==> src/rtl/per2axi_b_resp_collector.sv <==
// per2axi_b_resp_collector: AXI B-channel consumer that counts outstanding writes and buffers responses in a FIFO.
// Optional macro PER2AXI_B_BYPASS_EN forwards a response with zero latency when the FIFO is empty.
module per2axi_b_resp_collector #(
  parameter int unsigned ID_WIDTH        = 4,
  parameter int unsigned USER_WIDTH      = 6,
  parameter int unsigned BUFFER_DEPTH    = 2,
  parameter int unsigned MAX_OUTSTANDING = 8
) (
  input  logic                  clk_i,
  input  logic                  rst_ni,
  input  logic                  aw_issued_i,
  output logic                  outstanding_full_o,
  input  logic                  axi_b_valid_i,
  input  logic [1:0]            axi_b_resp_i,
  input  logic [ID_WIDTH-1:0]   axi_b_id_i,
  input  logic [USER_WIDTH-1:0] axi_b_user_i,
  output logic                  axi_b_ready_o,
  output logic                  per_r_valid_o,
  output logic                  per_r_opc_o,
  output logic [ID_WIDTH-1:0]   per_r_id_o,
  output logic [USER_WIDTH-1:0] per_r_user_o,
  input  logic                  per_r_ready_i,
  output logic                  err_unexpected_o
);

  localparam int unsigned AW = $clog2(BUFFER_DEPTH);
  localparam int unsigned PW = AW + 1;
  localparam int unsigned CW = $clog2(MAX_OUTSTANDING + 1);
  localparam int unsigned EW = ID_WIDTH + USER_WIDTH + 1;

  logic [EW-1:0] mem_q [BUFFER_DEPTH];
  logic [PW-1:0] wr_ptr_q, wr_ptr_d;
  logic [PW-1:0] rd_ptr_q, rd_ptr_d;
  logic [CW-1:0] cnt_q, cnt_d;
  logic          err_q, err_d;

  logic          fifo_empty, fifo_full, cnt_full, cnt_zero;
  logic          b_accept, b_expected, bypass, push, pop;
  logic [EW-1:0] b_entry, head, out_data;
  logic          unused_resp_lsb;

  assign unused_resp_lsb = axi_b_resp_i[0];

  // Pointers carry a wrap bit so full and empty are distinguishable
  assign fifo_empty = (wr_ptr_q == rd_ptr_q);
  assign fifo_full  = (wr_ptr_q[AW] != rd_ptr_q[AW]) &&
                      (wr_ptr_q[AW-1:0] == rd_ptr_q[AW-1:0]);
  assign cnt_full   = (cnt_q == CW'(MAX_OUTSTANDING));
  assign cnt_zero   = (cnt_q == '0);

  assign b_entry    = {axi_b_resp_i[1], axi_b_id_i, axi_b_user_i};
  assign head       = mem_q[rd_ptr_q[AW-1:0]];

  assign axi_b_ready_o      = rst_ni & ~fifo_full;
  assign outstanding_full_o = rst_ni & cnt_full;
  assign err_unexpected_o   = rst_ni & err_q;

  assign b_accept   = axi_b_valid_i & axi_b_ready_o;
  assign b_expected = b_accept & ~cnt_zero;

`ifdef PER2AXI_B_BYPASS_EN
  assign bypass        = b_expected & fifo_empty & per_r_ready_i;
  assign per_r_valid_o = rst_ni & (~fifo_empty | b_expected);
`else
  assign bypass        = 1'b0;
  assign per_r_valid_o = rst_ni & ~fifo_empty;
`endif

  assign push = b_expected & ~bypass;
  assign pop  = rst_ni & ~fifo_empty & per_r_ready_i;

  // Head entry when buffered, incoming beat only on the bypass path, zero otherwise
  always_comb begin
    out_data = '0;
    if (per_r_valid_o) begin
      out_data = fifo_empty ? b_entry : head;
    end
  end

  assign {per_r_opc_o, per_r_id_o, per_r_user_o} = out_data;

  always_comb begin
    wr_ptr_d = wr_ptr_q + (push ? PW'(1) : PW'(0));
    rd_ptr_d = rd_ptr_q + (pop ? PW'(1) : PW'(0));
    err_d    = err_q | (b_accept & cnt_zero);
    cnt_d    = cnt_q;
    if (aw_issued_i && !b_expected) begin
      if (!cnt_full) begin
        cnt_d = cnt_q + CW'(1);
      end
    end else if (b_expected && !aw_issued_i) begin
      cnt_d = cnt_q - CW'(1);
    end
  end

  always_ff @(posedge clk_i) begin
    if (!rst_ni) begin
      wr_ptr_q <= '0;
      rd_ptr_q <= '0;
      cnt_q    <= '0;
      err_q    <= 1'b0;
    end else begin
      wr_ptr_q <= wr_ptr_d;
      rd_ptr_q <= rd_ptr_d;
      cnt_q    <= cnt_d;
      err_q    <= err_d;
    end
  end

  // Storage needs no reset: entries are only visible between push and pop
  always_ff @(posedge clk_i) begin
    if (push) begin
      mem_q[wr_ptr_q[AW-1:0]] <= b_entry;
    end
  end

`ifndef SYNTHESIS
  assert property (@(posedge clk_i) disable iff (!rst_ni)
                   !(aw_issued_i && cnt_full && !b_expected))
    else $error("aw_issued_i while outstanding counter is at its limit");
`endif

endmodule

==> config.mk <==
export PLATFORM = sky130hd
export DESIGN_NAME = per2axi_b_resp_collector
export DESIGN_NICKNAME = d
export VERILOG_FILES = /design/src/rtl/per2axi_b_resp_collector.sv
export SDC_FILE = /design/constraint.sdc
export NUM_CORES = 1
export LEC_CHECK = 0
export ABC_AREA = 0
export CAP_MARGIN = 20
export CORE_AREA = 2 2 56 58
export CTS_BUF_LIST = sky130_fd_sc_hd__clkbuf_4 sky130_fd_sc_hd__clkbuf_8
export CTS_CLUSTER_DIAMETER = 80
export CTS_CLUSTER_SIZE = 14
export DETAILED_ROUTE_END_ITERATION = 10
export DIE_AREA = 0 0 58 60
export MAX_ROUTING_LAYER = met4
export PLACE_DENSITY = 0.87
export SYNTH_ARGS = -nofsm -noshare
export SYNTH_HDL_FRONTEND = slang
export SYNTH_SLANG_ARGS = --single-unit
export TNS_END_PERCENT = 5
==> constraint.sdc <==
create_clock -name clk_i -period 6.76 [get_ports clk_i]
set_clock_uncertainty 0.1 [all_clocks]
set_input_delay 2.028 -clock clk_i [delete_from_list [all_inputs] [get_ports clk_i]]
set_output_delay 2.028 -clock clk_i [all_outputs]
set_load 0.05 [all_outputs]
* Word level (Yosys, flattened, before mapping)
Memories as Yosys holds them, arrays and structs flattened. A register that Yosys moved wholly into a read port is not among the register bits.
Index checks and enable logic that the tools add are counted.
** Storage, ports and cells
- Register bits after elaboration :: 9
- Memory bits (writable) :: 22
- Input port bits :: 17
- Logic and storage cells :: 44
- Memories :: 1
** Memories
- mem_q :: words 2, width 11, read ports 1, clocked after memory_dff 1, write ports 1, line 31 : logic [EW-1:0] mem_q [BUFFER_DEPTH];
** Cells by class
- Add/subtract/negate cells :: 4
- Eq/ne operators :: 5
- Muxes and demuxes :: 10
- Bitwise gates (word level) :: 12
- Reductions and logical operators :: 8
** Operator list (number)
- 11-bit two-way mux :: 2
- 4-bit two-way mux :: 3
- 1-bit bitwise AND :: 8
- 1-bit two-way mux :: 5
- 2-bit by 1-bit adder with 2-bit output :: 2
- 4-bit by 1-bit adder with 4-bit output, second input constant :: 1
- 4-bit equality test, second input constant :: 1
- 4-bit logical NOT :: 1
- 4-bit by 1-bit subtractor with 4-bit output, second input constant :: 1
- 1-bit logical AND :: 3
- 1-bit inverter :: 3
- 2-bit equality test :: 1
- 1-bit logical NOT :: 2
- 2-bit inequality test, second input constant :: 1
- 2-bit AND reduction :: 1
- 2-bit nonzero test :: 1
- 1-bit equality test :: 1
- 1-bit inequality test :: 1
- 1-bit bitwise OR :: 1

* Depth between registers and ports, before layout
Gate-level depths: netlist (run 1).
- Depth after elaboration :: 10
- Depth in mapped cells :: 8
- Depth with buffers taken out :: 8

* Least setup slack after synthesis (run 1)
No wires, ideal clock.
- Path kind :: input to output
- From :: input rst_ni
- To :: output axi_b_ready_o
- Data arrival time :: 3408 ps
- Path slack :: 1224 ps
- Stages :: 2
- Path buffers :: 1
- Path through :: clkbuf_1 > a21boi_0
** On the way
- Longest elaborated chain between the ends :: 1
** RTL lines
- from (decl) :: line 10 : input logic rst_ni,
- 1-bit bitwise AND :: line 54 : assign axi_b_ready_o = rst_ni & ~fifo_full;
- to (decl) :: line 17 : output logic axi_b_ready_o,
No other way between the ends.

* Final worst setup path (run 1)
- From :: input rst_ni
- To :: output outstanding_full_o
** On the way
- Longest elaborated chain between the ends :: 1
** RTL lines
- 1-bit bitwise AND :: line 55 : assign outstanding_full_o = rst_ni & cnt_full;
- to (decl) :: line 12 : output logic outstanding_full_o,
No other way between the ends.

==> results of run 1 <==
==> worst reg2reg max path, cell delays in order, from the launching register on <==
cell,delay [ns]
dfxtp_1,0.35
xnor2_1,0.44
a21o_1,0.34
o21ai_0,0.24
fa_1,0.45
xor2_1,0.21
a2111oi_0,0.47
a31o_2,0.18
nor3_1,0.04
==> through the flow <==
step	cells	total power, W	hold WS (ns)	setup slack, ns	instance area, µm²
after floorplan	141	0.000442	0.404	1.22	1580
after global placement	201	0.000502	0.426	0.833	1920
after detailed placement	201	0.000518	0.441	0.820	1920
after CTS	209	0.000618	0.472	0.813	1980
after global routing	209	0.000655	0.490	0.701	1980
final	209	0.000614	0.461	0.810	1980
==> synth_stat cells, types with 2 or more instances <==
master	number
clkbuf_1	3
nand2b_1	3
nor3_1	2
mux2i_1	14
and2_1	6
xor2_1	4
a21o_1	3
ha_1	5
a21oi_1	6
o21ai_0	2
nor2_1	17
nand3b_1	2
nand2_1	9
inv_1	7
dfxtp_1	10
a211o_2	2
nand3_1	4
edfxtp_1	22
==> sequential cells by signal, summed over array words and instances (netlist names), named ones only <==
name and count:
err_q 1, wr_ptr_q 2, rd_ptr_q 2, mem_q 22, cnt_q 4
==> layout make-up <==
| type | instances | area (µm²) | area share (%) |
|---|---|---|---|
| Multi-Input combinational cell | 97 | 673 | 34.1 |
| Timing Repair Buffer | 32 | 323 | 16.3 |
| Clock buffer | 5 | 37.5 | 1.90 |
| Inverter | 7 | 26.3 | 1.33 |
| Tap cell | 33 | 41.3 | 2.09 |
| Sequential cell | 32 | 861 | 43.6 |
| Clock inverter | 3 | 13.8 | 0.697 |
==> power by group through the flow <==
stage	Clock (W)	Combinational, W	Sequential [W]
CTS	0.000103	0.000248	0.000267
detailed placement	0	0.000247	0.000271
floorplan	0	0.000181	0.000261
global placement	0	0.000234	0.000268
global route	0.000111	0.000273	0.000271
finish	0.000100	0.000247	0.000267
==> how the worst min path moves through the flow <==
stage,start,to,cells after the start
5_1_grt,cnt_q[0]$_SDFFE_PN0P_,cnt_q[0]$_SDFFE_PN0P_,2
3_5_place_dp,err_q$_SDFF_PN0_,err_q$_SDFF_PN0_,2
6_report,err_q$_SDFF_PN0_,err_q$_SDFF_PN0_,2
2_1_floorplan,cnt_q[0]$_SDFFE_PN0P_,cnt_q[0]$_SDFFE_PN0P_,2
4_1_cts,err_q$_SDFF_PN0_,err_q$_SDFF_PN0_,2
3_3_place_gp,err_q$_SDFF_PN0_,err_q$_SDFF_PN0_,2
==> layer usage <==
layer | up-vias | global-route usage (%) | part of all wire (%)
li1 | 581 | - | -
met1 | 561 | 22.5 | 40
met2 | 40 | 38.5 | 53
met3 | 5 | 4.98 | 6.2
met4 | 0 | 7.97 | 1.3
met5 | - | - | 0
==> cell families after synthesis <==
kind of cell,after synthesis
AO/OA/AOI/OAI,24
XOR/XNOR,5
adder cells (fa/ha/maj),6
buffers and inverters,12
flip-flops,32
multiplexers,14
AND/OR/NAND/NOR,48
==> results.sh, run 1 <==
export IMPL_crit_path_cell_trace="clkdlybuf4s50_1 -> nand2_1 -> nor2_1 -> clkdlybuf4s50_1"
export IMPL_viasPerCell=5.68
export IMPL_pwr_share_comb_pct=40.2
export IMPL_yosys_area_share_adder_pct=5.23
export IMPL_antenna_cells=0
export IMPL_syn2layout_area_growth_pct=25.0
export IMPL_pwr_share_clk_pct=16.3
export IMPL_slowest_delay_ns=0.81
export IMPL_worstMarginPinSlew_ns=0.694
export IMPL_final_common_cell="edfxtp_1"
export IMPL_slowest_stage="clkdlybuf4s50_1"
export IMPL_postCtsSetupBuffers=0
export IMPL_htree_levels=2
export IMPL_drc=0
export IMPL_power_internal_w=0.000377
export IMPL_die_area_mm2=0.00348
export IMPL_coreArea_mm2=0.00290
export IMPL_clk_insertion_delay_late_ns=0.32
export IMPL_rows=20
export IMPL_synthSimpleGateAreaFrac_pct=14.6
export IMPL_n_fill_cell=234
export IMPL_status="complete, no violations"
export IMPL_r2r_cells=8
export IMPL_drt_iter0_drc=55
export IMPL_wl_per_cell_um=14.9
export IMPL_clock_sinks=32
export IMPL_final_net_count=198
export IMPL_antenna_found_initial=0
export IMPL_synth_edf_count=22
export IMPL_die_h_um=60
export IMPL_portBuffers=30
export IMPL_slew_headroom_pct=53.4
export IMPL_postSynthCellCount=141
export IMPL_cts_tree="done"
export IMPL_cts_resized_gates=0
export IMPL_synth_mux_area_share_pct=8.87
export IMPL_synth_top_area_cell="edfxtp_1"
export IMPL_ys_warn_count=0
export IMPL_rr_startpoint="wr_ptr_q[0]$_SDFF_PN0_"
export IMPL_io_pins=32
export IMPL_power_per_cell_area_mw_per_mm2=311
export IMPL_clock_root_buffer="clkbuf_4"
export IMPL_fmax_ghz=0.168
export IMPL_startpoint_type="input pin"
export IMPL_grt_total_usage_pct=21.2
export IMPL_setup_viol=0
export IMPL_switching_share_pct=38.6
export IMPL_period_minus_slack_ns=5.95
export IMPL_p_switching_w=0.000237
export IMPL_min_period_over_period_pct=88.0
export IMPL_crit_type="input pin to output port"
export IMPL_hp_class="register to register"
export IMPL_synthTopCellsByArea="edfxtp_1 42%, dfxtp_1 13%, mux2i_1 8.9%"
export IMPL_critical_path_depth=4
export IMPL_setup_worst_path_end="outstanding_full_o"
export IMPL_grt_overflow=0
export IMPL_hpwl_um=2320
export IMPL_crit_required_ns=4.63
export IMPL_critPathLaunch="rst_ni"
export IMPL_synth_compound_area_share_pct=11.1
export IMPL_synth_top_family_by_area="simple AND/OR/NAND/NOR gates"
export IMPL_final_cell_mix="22 x edfxtp_1, 18 x clkdlybuf4s50_1, 17 x nor2_1, 14 x mux2i_1, 11 x buf_4"
export IMPL_synth_xor_area_share_pct=2.77
export IMPL_grt_pass1_wl_um=5300
export IMPL_p_seq_share_pct=43.5
export IMPL_path_common_cell="clkdlybuf4s50_1"
export IMPL_ir_drop_v=0.000231
export IMPL_syn_area_mm2=0.00158
export IMPL_tns_ns=0
export IMPL_grt_pass1_vias=1202
export IMPL_cp_end_kind="output port"
export IMPL_worstPathBufferInverterCount=2
export IMPL_cts_buffer_depth=2
export IMPL_arrival_ns=3.82
export IMPL_fin_util_pct=68.1
export IMPL_synth_nets=164
export IMPL_drt_total_wl_um=3120
export IMPL_drive_above_1_share_pct=13.6
export IMPL_start_util_pct=54.4
export IMPL_rsz0062_at_grt="false"
export IMPL_cp_top_family="buffers and inverters"
export IMPL_hold_viol=0
export IMPL_synth_seq_cells=32
export IMPL_yosys_area_top_type_share_pct=41.8
export IMPL_yosysSeqAreaShare_pct=54.5
export IMPL_maxCapViolCount=0
export IMPL_place_gp_congestion=0.907
export IMPL_final_antenna_net_count=0
export IMPL_path_max_fanout=13
export IMPL_via_count=1187
export IMPL_grt_start_max_net_pins=16
export IMPL_synth_avg_cell_area_um2=11.2
export IMPL_leakage_nw=0.789
export IMPL_drv_slew=0
export IMPL_reg2reg_to="cnt_q[2]$_SDFFE_PN0P_"
export IMPL_cts_buffers=5
export IMPL_ys_types=38
export IMPL_dr_pass1_iters=4
export IMPL_async_reset_ff_share_pct=0
export IMPL_dominantRegCellSynth="edfxtp_1"
export IMPL_hold_buffers=0
export IMPL_rrSetupSlack_ns=3.84
export IMPL_dieWidth_um=58
export IMPL_cts_clk_slew_worst_paths_ns=0.10
No activity file was read; power rests on OpenSTA's default activity.
==> run 2, diff against run 1 <==
--- a/config.mk
+++ b/config.mk
@@ -7,14 +7,15 @@
 export LEC_CHECK = 0
 export ABC_AREA = 0
 export CAP_MARGIN = 20
-export CORE_AREA = 2 2 56 58
+export CORE_AREA = 2 2 60 62
 export CTS_BUF_LIST = sky130_fd_sc_hd__clkbuf_4 sky130_fd_sc_hd__clkbuf_8
 export CTS_CLUSTER_DIAMETER = 80
 export CTS_CLUSTER_SIZE = 14
 export DETAILED_ROUTE_END_ITERATION = 10
-export DIE_AREA = 0 0 58 60
+export DIE_AREA = 0 0 62 64
+export DONT_BUFFER_PORTS = 1
 export MAX_ROUTING_LAYER = met4
-export PLACE_DENSITY = 0.87
+export PLACE_DENSITY = 0.65
 export SYNTH_ARGS = -nofsm -noshare
 export SYNTH_HDL_FRONTEND = slang
 export SYNTH_SLANG_ARGS = --single-unit
==> constraint.sdc (replaced) <==
create_clock -name clk_i -period 7.4 [get_ports clk_i]
set_clock_uncertainty 0.1 [all_clocks]
set_input_delay 2.22 -clock clk_i [delete_from_list [all_inputs] [get_ports clk_i]]
set_output_delay 2.22 -clock clk_i [all_outputs]
set_load 0.05 [all_outputs]
==> results.sh, run 2 (synthesis gave the netlist of run 1 again) <==
export IMPL_status="complete, no violations"
export IMPL_crit_required_ns=5.08
export IMPL_clock_sinks=32
export IMPL_hp_class="register to register"
export IMPL_die_h_um=64
export IMPL_antenna_found_initial=0
export IMPL_htree_levels=2
export IMPL_final_common_cell="edfxtp_1"
export IMPL_hold_buffers=0
export IMPL_drt_total_wl_um=2910
export IMPL_setup_viol=0
export IMPL_antenna_cells=0
export IMPL_dr_pass1_iters=4
export IMPL_drt_iter0_drc=45
export IMPL_worstMarginPinSlew_ns=1.02
export IMPL_drive_above_1_share_pct=8.28
export IMPL_cts_clk_slew_worst_paths_ns=0.11
export IMPL_final_cell_mix="22 x edfxtp_1, 17 x nor2_1, 14 x mux2i_1, 10 x dfxtp_1, 9 x nand2_1"
export IMPL_place_gp_congestion=0.843
export IMPL_path_max_fanout=23
export IMPL_final_net_count=167
export IMPL_drv_slew=0
export IMPL_cts_buffers=5
export IMPL_arrival_ns=3.20
export IMPL_slew_headroom_pct=32.0
export IMPL_crit_type="input pin to output port"
export IMPL_period_minus_slack_ns=5.52
export IMPL_n_fill_cell=298
export IMPL_fmax_ghz=0.181
export IMPL_clk_insertion_delay_late_ns=0.33
export IMPL_via_count=1063
export IMPL_cp_end_kind="output port"
export IMPL_start_util_pct=48.1
export IMPL_syn2layout_area_growth_pct=7.92
export IMPL_viasPerCell=5.57
export IMPL_min_period_over_period_pct=74.6
export IMPL_power_per_cell_area_mw_per_mm2=333
export IMPL_grt_overflow=0
export IMPL_hold_viol=0
export IMPL_clock_root_buffer="clkbuf_4"
export IMPL_drc=0
export IMPL_coreArea_mm2=0.00328
export IMPL_final_antenna_net_count=0
export IMPL_largest_reg_flops=22
export IMPL_grt_start_max_net_pins=24
export IMPL_wl_per_cell_um=15.2
export IMPL_tns_ns=0
export IMPL_rows=21
export IMPL_ir_drop_v=0.000172
export IMPL_hpwl_um=2030
export IMPL_cts_resized_gates=0
export IMPL_rsz0062_at_grt="false"
export IMPL_io_pins=32
export IMPL_postCtsSetupBuffers=0
export IMPL_leakage_nw=0.651
export IMPL_fin_util_pct=51.9
export IMPL_maxCapViolCount=0
export IMPL_cts_buffer_depth=2
export IMPL_cts_tree="done"
export IMPL_grt_pass1_vias=1061
export IMPL_grt_pass1_wl_um=4670
export IMPL_dieWidth_um=62
export IMPL_portBuffers=0
export IMPL_die_area_mm2=0.00397
export IMPL_startpoint_type="input pin"
export IMPL_grt_total_usage_pct=16.1
[run 2: cell types whose count changed in the layout (fill, tap and decap cells not counted)]
cell / previous run / this run
clkinvlp_4: 0 / 1
a21boi_1: 0 / 1
buf_4: 11 / 1
clkdlybuf4s50_1: 18 / 0
clkinv_2: 2 / 1
buf_12: 3 / 0
clkinv_1: 1 / 0
bufinv_16: 0 / 1
a21boi_0: 1 / 0
[run 2: layout make-up]
class	count	area (µm²)	area share, %
Sequential cell	32	861	50.5
Inverter	7	26.3	1.54
Timing Repair Buffer	1	7.51	0.440
Clock inverter	3	42.5	2.49
Tap cell	46	57.6	3.37
Clock buffer	5	37.5	2.20
Multi-Input combinational cell	97	673	39.5
[run 2: per-stage QoR]
step           power [W]  instances  instance area [µm²]  hold slack, ns  setup WS (ns)
2_1_floorplan   0.000403        141                 1580           0.404           1.48
3_3_place_gp    0.000432        183                 1630           0.419           1.89
3_5_place_dp    0.000439        183                 1630           0.430           1.87
4_1_cts         0.000572        191                 1710           0.448           1.87
5_1_grt         0.000604        191                 1710           0.488           1.80
6_report        0.000568        191                 1710           0.445           1.88
[run 2: path summary, 6_finish.rpt]
path,start,endpoint,slack (ns),cells after the start
hold / removal,cnt_q[0]$_SDFFE_PN0P_,cnt_q[0]$_SDFFE_PN0P_,0.45,2
setup / recovery,rst_ni,per_r_user_o[0],1.88,3
setup reg to reg,wr_ptr_q[0]$_SDFF_PN0_,cnt_q[2]$_SDFFE_PN0P_,4.55,8
hold reg to reg,cnt_q[0]$_SDFFE_PN0P_,cnt_q[0]$_SDFFE_PN0P_,0.45,2
[run 2: where the power goes]
part	internal (W)	total [W]	switching [W]
Combinational	0.0000657	0.000194	0.000128
Sequential	0.000219	0.000242	0.0000231
Clock	0.0000704	0.000132	0.0000613
[run 2: per-layer routing]
metal	up-vias	part of all wire [%]	global-route usage (%)
li1	516	-	-
met1	511	41	18.2
met2	30	51	25.5
met3	6	6.6	5.87
met4	0	1.8	6.12
met5	-	0	-
[run 2: worst max-delay path, stage by stage]
cell and delay [ns]:
o21ai_0 0.06, buf_4 0.20, nor2_1 0.71
